`src/rtl/dmem_arbiter.sv`:
```
// Two-port round-robin arbiter in front of a single data memory.
// Port 0 carries instruction-cache line requests and port 1 carries data-cache
// line requests. Each granted transaction forwards the owner's request to
// memory until mem_ack_i arrives. A one-cycle RELEASE bubble then follows
// before the arbiter can grant again.
//
// Handshake: a requester raises pN_enable_i and holds it, along with its
// address, data and write qualifier, until pN_ack_o pulses for one cycle.
// The memory holds mem_ack_i high for one cycle to complete the request
// driven on mem_enable_o. The read data on pN_data_o is only meaningful in
// the cycle where pN_ack_o is high.
module dmem_arbiter #(
    parameter int ADDR_W = 32,
    parameter int DATA_W = 256
) (
    input  logic              clk_i,
    input  logic              rst_i,
    // instruction-cache port
    input  logic              p0_enable_i,
    input  logic              p0_write_i,
    input  logic [ADDR_W-1:0] p0_addr_i,
    input  logic [DATA_W-1:0] p0_data_i,
    output logic              p0_ack_o,
    output logic [DATA_W-1:0] p0_data_o,
    // data-cache port
    input  logic              p1_enable_i,
    input  logic              p1_write_i,
    input  logic [ADDR_W-1:0] p1_addr_i,
    input  logic [DATA_W-1:0] p1_data_i,
    output logic              p1_ack_o,
    output logic [DATA_W-1:0] p1_data_o,
    // shared memory
    output logic              mem_enable_o,
    output logic              mem_write_o,
    output logic [ADDR_W-1:0] mem_addr_o,
    output logic [DATA_W-1:0] mem_data_o,
    input  logic              mem_ack_i,
    input  logic [DATA_W-1:0] mem_data_i,
    // status and debug visibility
    output logic              busy_o,
    output logic [1:0]        dbg_state_o,
    output logic              dbg_last_grant_o
);

    localparam logic [1:0] IDLE    = 2'b00;
    localparam logic [1:0] GRANT0  = 2'b01;
    localparam logic [1:0] GRANT1  = 2'b10;
    localparam logic [1:0] RELEASE = 2'b11;

    logic [1:0] state_q;
    logic [1:0] state_nxt;
    logic       last_grant_q;
    logic       last_grant_nxt;

    // State and round-robin pointer registers. The pointer resets to 1 so
    // that port 0 wins the first tie.
    always_ff @(posedge clk_i or negedge rst_i) begin
        if (!rst_i) begin
            state_q      <= IDLE;
            last_grant_q <= 1'b1;
        end else begin
            state_q      <= state_nxt;
            last_grant_q <= last_grant_nxt;
        end
    end

    // Next-state logic. Grants happen only from IDLE. A granted port keeps the
    // memory until mem_ack_i, even if its enable drops early.
    always_comb begin
        state_nxt      = state_q;
        last_grant_nxt = last_grant_q;
        case (state_q)
            IDLE: begin
                if (p0_enable_i && p1_enable_i) begin
                    if (last_grant_q) begin
                        state_nxt      = GRANT0;
                        last_grant_nxt = 1'b0;
                    end else begin
                        state_nxt      = GRANT1;
                        last_grant_nxt = 1'b1;
                    end
                end else if (p0_enable_i) begin
                    state_nxt      = GRANT0;
                    last_grant_nxt = 1'b0;
                end else if (p1_enable_i) begin
                    state_nxt      = GRANT1;
                    last_grant_nxt = 1'b1;
                end
            end
            GRANT0: begin
                if (mem_ack_i) state_nxt = RELEASE;
            end
            GRANT1: begin
                if (mem_ack_i) state_nxt = RELEASE;
            end
            default: begin
                state_nxt = IDLE;
            end
        endcase
    end

    // Memory-side mux. This forwards the granted port's request and drives
    // all zeros when no port is granted.
    always_comb begin
        mem_enable_o = 1'b0;
        mem_write_o  = 1'b0;
        mem_addr_o   = '0;
        mem_data_o   = '0;
        case (state_q)
            GRANT0: begin
                mem_enable_o = p0_enable_i;
                mem_write_o  = p0_write_i;
                mem_addr_o   = p0_addr_i;
                mem_data_o   = p0_data_i;
            end
            GRANT1: begin
                mem_enable_o = p1_enable_i;
                mem_write_o  = p1_write_i;
                mem_addr_o   = p1_addr_i;
                mem_data_o   = p1_data_i;
            end
            default: begin
                mem_enable_o = 1'b0;
            end
        endcase
    end

    // Requester-side responses. The memory ack is routed to the granted port
    // only. Read data is broadcast to both ports, except during reset, when
    // every output is forced low.
    always_comb begin
        p0_ack_o  = (state_q == GRANT0) && mem_ack_i;
        p1_ack_o  = (state_q == GRANT1) && mem_ack_i;
        p0_data_o = rst_i ? mem_data_i : '0;
        p1_data_o = rst_i ? mem_data_i : '0;
    end

    // Status and debug outputs.
    always_comb begin
        busy_o           = (state_q != IDLE);
        dbg_state_o      = state_q;
        dbg_last_grant_o = last_grant_q;
    end

endmodule

```
`config.mk`:
```
export PLATFORM = sky130hd
export DESIGN_NAME = dmem_arbiter
export DESIGN_NICKNAME = d
export VERILOG_FILES = /design/src/rtl/dmem_arbiter.sv
export SDC_FILE = /design/constraint.sdc
export NUM_CORES = 1
export LEC_CHECK = 0
export ABC_CLOCK_PERIOD_IN_PS = 1400
export CAP_MARGIN = 30
export CORE_AREA = 4 4 643 645
export CTS_CLUSTER_DIAMETER = 50
export DETAILED_ROUTE_END_ITERATION = 10
export DIE_AREA = 0 0 647 649
export DONT_BUFFER_PORTS = 1
export HOLD_SLACK_MARGIN = 0.03
export PLACE_DENSITY = 0.3
export SYNTH_ARGS = -nofsm -noshare
export SYNTH_HDL_FRONTEND = slang
export SYNTH_SLANG_ARGS = --single-unit
```
`constraint.sdc`:
```
create_clock -name clk_i -period 1.4 [get_ports clk_i]
set_input_delay 0.21 -clock clk_i [delete_from_list [all_inputs] [get_ports clk_i]]
set_output_delay 0.21 -clock clk_i [all_outputs]
set_load 0.01 [all_outputs]
```
==> impl_metrics.toml <==
[status]
status = "finished with violations"
violations = "setup timing"

[grt]
grt_pass1_wl_mm = 355
gr-total-overflow = 0
grt_pass1_vias = 11600
grt_usage_pct = 14.9
antenna_found_initial = 266
grt_max_degree = 259

[sta]
relSlewSlack_pct = 33.7
fmax_ghz = 0.455
finalMaxSlewViolations = 0
setup_viol = 544
rsz0062_at_grt = "yes"
final_min_period_over_clock_period_pct = 157
fin_skew_ns = 0.000960
worst_pin_slew_ns = 0.995
finalCriticalPeriod_ns = 2.20
setup_slack_ns = -0.797
finalHoldViolations = 0

[power]
ir_worst_vdd_mv = 1.46
p_leak_uw = 0.00696
p_int_uw = 20800
switchingPower_uw = 27000
combPwrFrac_pct = 98.6
seq_power_share_pct = 0.4
switching_share_pct = 56.4
powerDensity_mw_per_mm2 = 1930
p_clk_share_pct = 0.9

[route]
first_pass_iters = 5
wl_mm = 330
met2_length_mm = 159
drc = 0
wl_per_cell_um = 46.7
drtIter0Drc = 1409
wl_met1_mm = 90.1
met3_length_mm = 71.5
highest_layer = "met5"
via_per_inst = 1.91
antenna_left = 0
num_vias = 13500

[floorplan]
die_h_um = 649
core_mm2 = 0.408
fp-row-count = 235
dieArea_mm2 = 0.420
ios = 1647
initial_core_util_pct = 1.88
die_w_um = 647

[place]
hpwlAfterDp_mm = 310
numPortBuffers = 0
placedCellCount = 6889
gp_congestion = 1.15
dp_slack_ns = -0.728

[logic_synthesis]
synth_cell_types = 21
ys_seq_area_share_pct = 0.993
syn_area_per_cell_um2 = 6.19
synth-seq-cells = 3
syn_nets = 2086
yosys_warnings = 0
syn_area_mm2 = 0.00768
synth_cells = 1242

[clock_tree]
insertion_delay_ns = 0.23
clk_path_buf_depth = 2
cts_buffers = 3
clock_sinks = 3
cts_tree = "done"
root_buffer = "clkbuf_16"
clkTransAtPathRegs_ns = 0.03
htreeDepth = 1

[run]
max_cap_violations = 0

[critical_path]
startpoint_type = "flop"
crit_type = "flop to primary output"
critical_path_required_ns = 1.19
endpoint_kind = "primary output"
crit_path_frequent_cell = "buf_4"
cp_data_arrival_time_ns = 1.99
slowest_delay_ns = 0.42
cp_max_fo = 12
critPathSlowestCell = "dfrtp_2"
path_cells = "buf_4 > ha_4 > buf_12 > buf_8 > a22oi_2 > nor2_4 > buf_4"

[final_layout]
final_cell_mix = "buf_12 (325), and2_1 (216), a22oi_2 (214)"
final_nets = 2354
drive_gt1_share_pct = 75.2
final_common_cell = "buf_12"
synthToLayoutAreaGrowth_pct = 223
stdcell_count = 7083

[hold_path]
worstHoldPathType = "input pin to flop"
stage by stage:
stage / cell area, µm² / setup TNS (ns) / power, µW / util (%) / hold slack [ns]
floorplan: 8000 / -38.06 / 14200 / - / -0.0856
global placement: 20700 / -129.99 / 33400 / 5.07 / 0.0318
detailed placement: 20700 / -127.75 / 33400 / 5.07 / 0.0152
CTS: 22900 / -207.07 / 43300 / 5.62 / 0.0695
global route: 24700 / -228.82 / 49800 / 6.06 / 0.0826
finish: 24800 / -218.81 / 47800 / 6.08 / 0.0858
cells by family (layout without fill, tap and decap cells):
logic type                 count (synthesis)  in the layout  share of synthesized area (%)
adders and majority gates                  5              5                          0.814
and+or+nand+nor                          552            552                           35.5
buffers and inverters                    384            651                           33.6
DFF                                        3              3                          0.993
other                                      0            123                              0
AOI/OAI and AO/OA                        298            298                           29.1
power groups by stage:
| stage | Sequential [µW] | Clock (µW) | Combinational (µW) |
|---|---|---|---|
| after detailed placement | 205 | 0 | 33100 |
| after CTS | 213 | 458 | 42600 |
| final | 208 | 453 | 47200 |
| after floorplan | 222 | 0 | 14000 |
| after global routing | 215 | 469 | 49100 |
| after global placement | 203 | 0 | 33200 |
synth_stat cells, drive strengths merged:
cell type / number / area (µm²)
a22oi: 290 / 2180
o41ai: 1 / 8.76
dfstp: 1 / 26.3
clkbuf: 35 / 131
nor2: 291 / 1090
a311o: 1 / 10.0
inv: 4 / 15.0
ha: 5 / 62.6
a31oi: 2 / 12.5
o21ai: 2 / 10.0
o31ai: 1 / 12.5
buf: 345 / 2440
dfrtp: 2 / 50.1
nand2b: 1 / 6.26
nor3b: 1 / 7.51
a21oi: 1 / 5.00
nor2b: 1 / 6.26
and2: 258 / 1610
sequential cells by signal (all words and copies together) (netlist names):
register	cells
dbg_state_o	2
dbg_last_grant_o	1
final cells by class:
type | instances | area (µm²)
Timing Repair Buffer | 643 | 10100
Clock buffer | 4 | 78.8
Inverter | 4 | 41.3
Sequential cell | 3 | 78.8
Antenna cell | 123 | 308
Tap cell | 5451 | 6820
Multi-Input combinational cell | 855 | 7390
Fill cell | 48100 | 383000
path summary, 6_finish.rpt:
| path | start | endpoint | slack (ns) | cells past startpoint |
|---|---|---|---|---|
| max | dbg_state_o[0] | mem_data_o[241] | -0.80 | 7 |
| min | p0_enable_i | dbg_last_grant_o | 0.09 | 1 |
| max reg2reg | dbg_state_o[0] | dbg_state_o[1] | -0.47 | 7 |
| min reg2reg | dbg_last_grant_o | dbg_last_grant_o | 0.73 | 3 |
| max in group asynchronous | rst_i | dbg_state_o[0] | 0.61 | 1 |
| min in group asynchronous | rst_i | dbg_last_grant_o | 0.14 | 0 |
worst max-delay path: cells and delay by family (launching register included):
kind,cells,cell delay (ns)
AO/OA/AOI/OAI,1,0.37
adder cells (fa/ha/maj),1,0.19
buffers and inverters,4,0.66
flip-flops,1,0.42
AND/OR/NAND/NOR,1,0.06
per-layer routing:
layer	GRT usage [%]	vias to the layer above
met3	14.8	508
met2	25.3	1673
met1	11.9	6486
met5	0.343	-
met4	3.78	160
li1	-	4697
repair_timing:
| item | in CTS | in global routing |
|---|---|---|
| setup buffers | 30 | 14 |
| pin swaps | 50 | 60 |
| hold buffers | 1 | 0 |
| endpoints found under the setup margin | 298 | 475 |
| cloned | 23 | 10 |
| endpoints found under the hold margin | 2 | 0 |
| resized for setup | 309 | 393 |
Note: power is estimated with default switching activity, not from simulation.
==> patch, RTL diff (same settings) <==
Put a register stage on the output `dbg_state_o`, with the module's reset. The value now appears one clock later. The other outputs are not delayed to match.
--- a/src/rtl/dmem_arbiter.sv
+++ b/src/rtl/dmem_arbiter.sv
@@ -47,4 +47,6 @@
     localparam logic [1:0] GRANT1  = 2'b10;
     localparam logic [1:0] RELEASE = 2'b11;
+
+    logic [1:0] dbg_state_d;
 
     logic [1:0] state_q;
@@ -139,6 +141,14 @@
     always_comb begin
         busy_o           = (state_q != IDLE);
-        dbg_state_o      = state_q;
+        dbg_state_d      = state_q;
         dbg_last_grant_o = last_grant_q;
+    end
+
+    always_ff @(posedge clk_i or negedge rst_i) begin
+        if (!rst_i) begin
+            dbg_state_o <= '0;
+        end else begin
+            dbg_state_o <= dbg_state_d;
+        end
     end
 
Formal check against the unedited RTL: not equivalent (a bounded check fails within 4 cycles, from zero or initial values and one cycle with rst_i low).
==> patch against the unedited design <==
  * The flow still finishes with violations (setup timing)
  * Non-clock buffer count decreased by 111
  * Total power decreased by 30%
  * Fmax decreased by 0.75%
  * Die area unchanged
  * Sequential cell count increased by 2
  * Global-route usage increased by 0.075 points
  * Worst setup slack got worse by 0.017 ns
  * Final area decreased by 15%
  * Synthesized area increased by 0.65%
  * Routed wire length about the same
  * Core utilization decreased by 0.93 points
  * Largest cell class unchanged
  * Highest routed layer unchanged
==> patch: results (changes against the unedited design) <==
* Cell internal pwr at 13.2 mW (-37%)
* Final nets at 2245 (-4.6%)
* Wire length on met3 at 62300 µm (-13%)
* Initial DRC count at 1293 (-8.2%)
* Post-DP Area at 19700 µm² (-4.5%)
* Status: finished, violations left
* Mapped Cells at 1244 (+0.16%)
* FF-to-FF End: dbg_state_d[1]
* Cells on worst reg2reg path at 6 (-1)
* Wire length on met1 at 88900 µm (-1.4%)
* DR vias/cell at 1.87 (-2.2%)
* Routed wire length at 330000 µm (about the same)
* CTS max path bufs at 2 (unchanged)
* Endpoints failing setup at 687 (+26%)
* Setup TNS at -224.25 ns (-5.44 ns)
* Syn_nets at 2088 (+0.096%)
* Top post-synthesis cells by area: a22oi_1 (28%), buf_4 (25%), and2_1 (21%)
* Slowest-stage cell, CP: dfrtp_1
* Flop2flop setup slack at -0.23 ns (+0.24 ns)
* Cell count after placement at 6830 (-0.86%)
* Worst Tran Pin Value at 0.933 ns (-0.0622 ns)
* Antenna violations before repair at 347 (+30%)
* Gr usage total at 15.0% (+0.075 points)
* Filler cells at 48400 (+0.70%)
* Share of layout cells above drive strength 1 at 53.4% (-22 points)
* Post-synthesis sequential area ratio at 1.63% (+0.64 points)
* Non-Filler Instances at 6942 (-2.0%)
* Fin worst setup slack at -0.814 ns (-0.0166 ns)
* Met2 wire length at 168000 µm (+5.9%)
* Failing checks: setup timing
* Vias in the first global route at 11000 (-5.6%)
* Reg2Reg Launch Point: dbg_state_d[0]
* FF/Latch Area at 126 µm² (+60%)
* Routability cong. at 0.977 (-15%)
[patch: cell count changes after synthesis]
cell and change:
dfrtp_1 +2
[patch: power by group through the flow]
stage	clock, mW	combinational [mW]	sequential [mW]
after CTS	0.478	31.6	0.347
after global placement	0	30.5	0.358
after floorplan	0	13.9	0.308
after global routing	0.492	34.2	0.350
final	0.473	32.4	0.345
after detailed placement	0	30.4	0.351
[patch: worst max-delay path by stage]
stage	slack, ns	start	depth (start not counted)	endpoint
4_1_cts	-0.75	dbg_state_d[1]	7	mem_data_o[193]
5_1_grt	-0.82	dbg_state_d[0]	7	mem_data_o[171]
3_5_place_dp	-0.73	dbg_state_d[0]	7	mem_data_o[87]
2_1_floorplan	-0.15	dbg_state_d[0]	7	mem_addr_o[1]
6_report	-0.81	dbg_state_d[0]	7	mem_data_o[193]
3_3_place_gp	-0.73	dbg_state_d[0]	7	mem_data_o[87]
[patch: kinds of logic after synthesis]
| logic type | Yosys count | share of synthesized area [%] |
|---|---|---|
| compound gates | 298 | 28.9 |
| simple gates | 552 | 35.3 |
| flops | 5 | 1.63 |
| fa+ha+maj | 5 | 0.809 |
| buf+inv | 384 | 33.4 |
[patch: worst max-delay path, delay by kind of cell, from the launching register on]
family	cells	cell delay, ns
AOI/OAI and AO/OA	1	0.29
adders and majority gates	1	0.17
buffers and inverters	4	0.72
DFF	1	0.40
and+or+nand+nor	1	0.08
[patch: metrics by stage]
step                setup slack, ns  hold WS, ns  total power, mW
floorplan                    -0.151      -0.0856             14.2
global placement             -0.731        0.202             30.8
detailed placement           -0.730        0.204             30.8
CTS                          -0.748       0.0888             32.4
global route                 -0.820       0.0813             35.1
finish                       -0.814       0.0964             33.3
[patch: layout make-up]
class | count | area share (%)
Sequential cell | 5 | 0.601
Timing Repair Buffer | 532 | 37.1
Multi-Input combinational cell | 855 | 28.3
Tap cell | 5451 | 32.5
Clock inverter | 1 | 0.0238
Inverter | 4 | 0.107
Antenna cell | 91 | 1.08
Clock buffer | 3 | 0.357
[patch: timing repair]
item	4_1_cts	5_1_grt
buffers inserted	2	9
hold buffers	1	0
endpoints found under the setup margin	742	295
pin swaps	7	9
resized for setup	84	82
hold endpoints to repair	4	0
cloned	1	4
[patch: routing by layer]
| layer | vias up | GRT usage, % |
|---|---|---|
| met5 | - | 0 |
| met1 | 6007 | 12.0 |
| met2 | 1692 | 27.6 |
| met4 | 178 | 2.86 |
| li1 | 4425 | - |
| met3 | 660 | 12.5 |
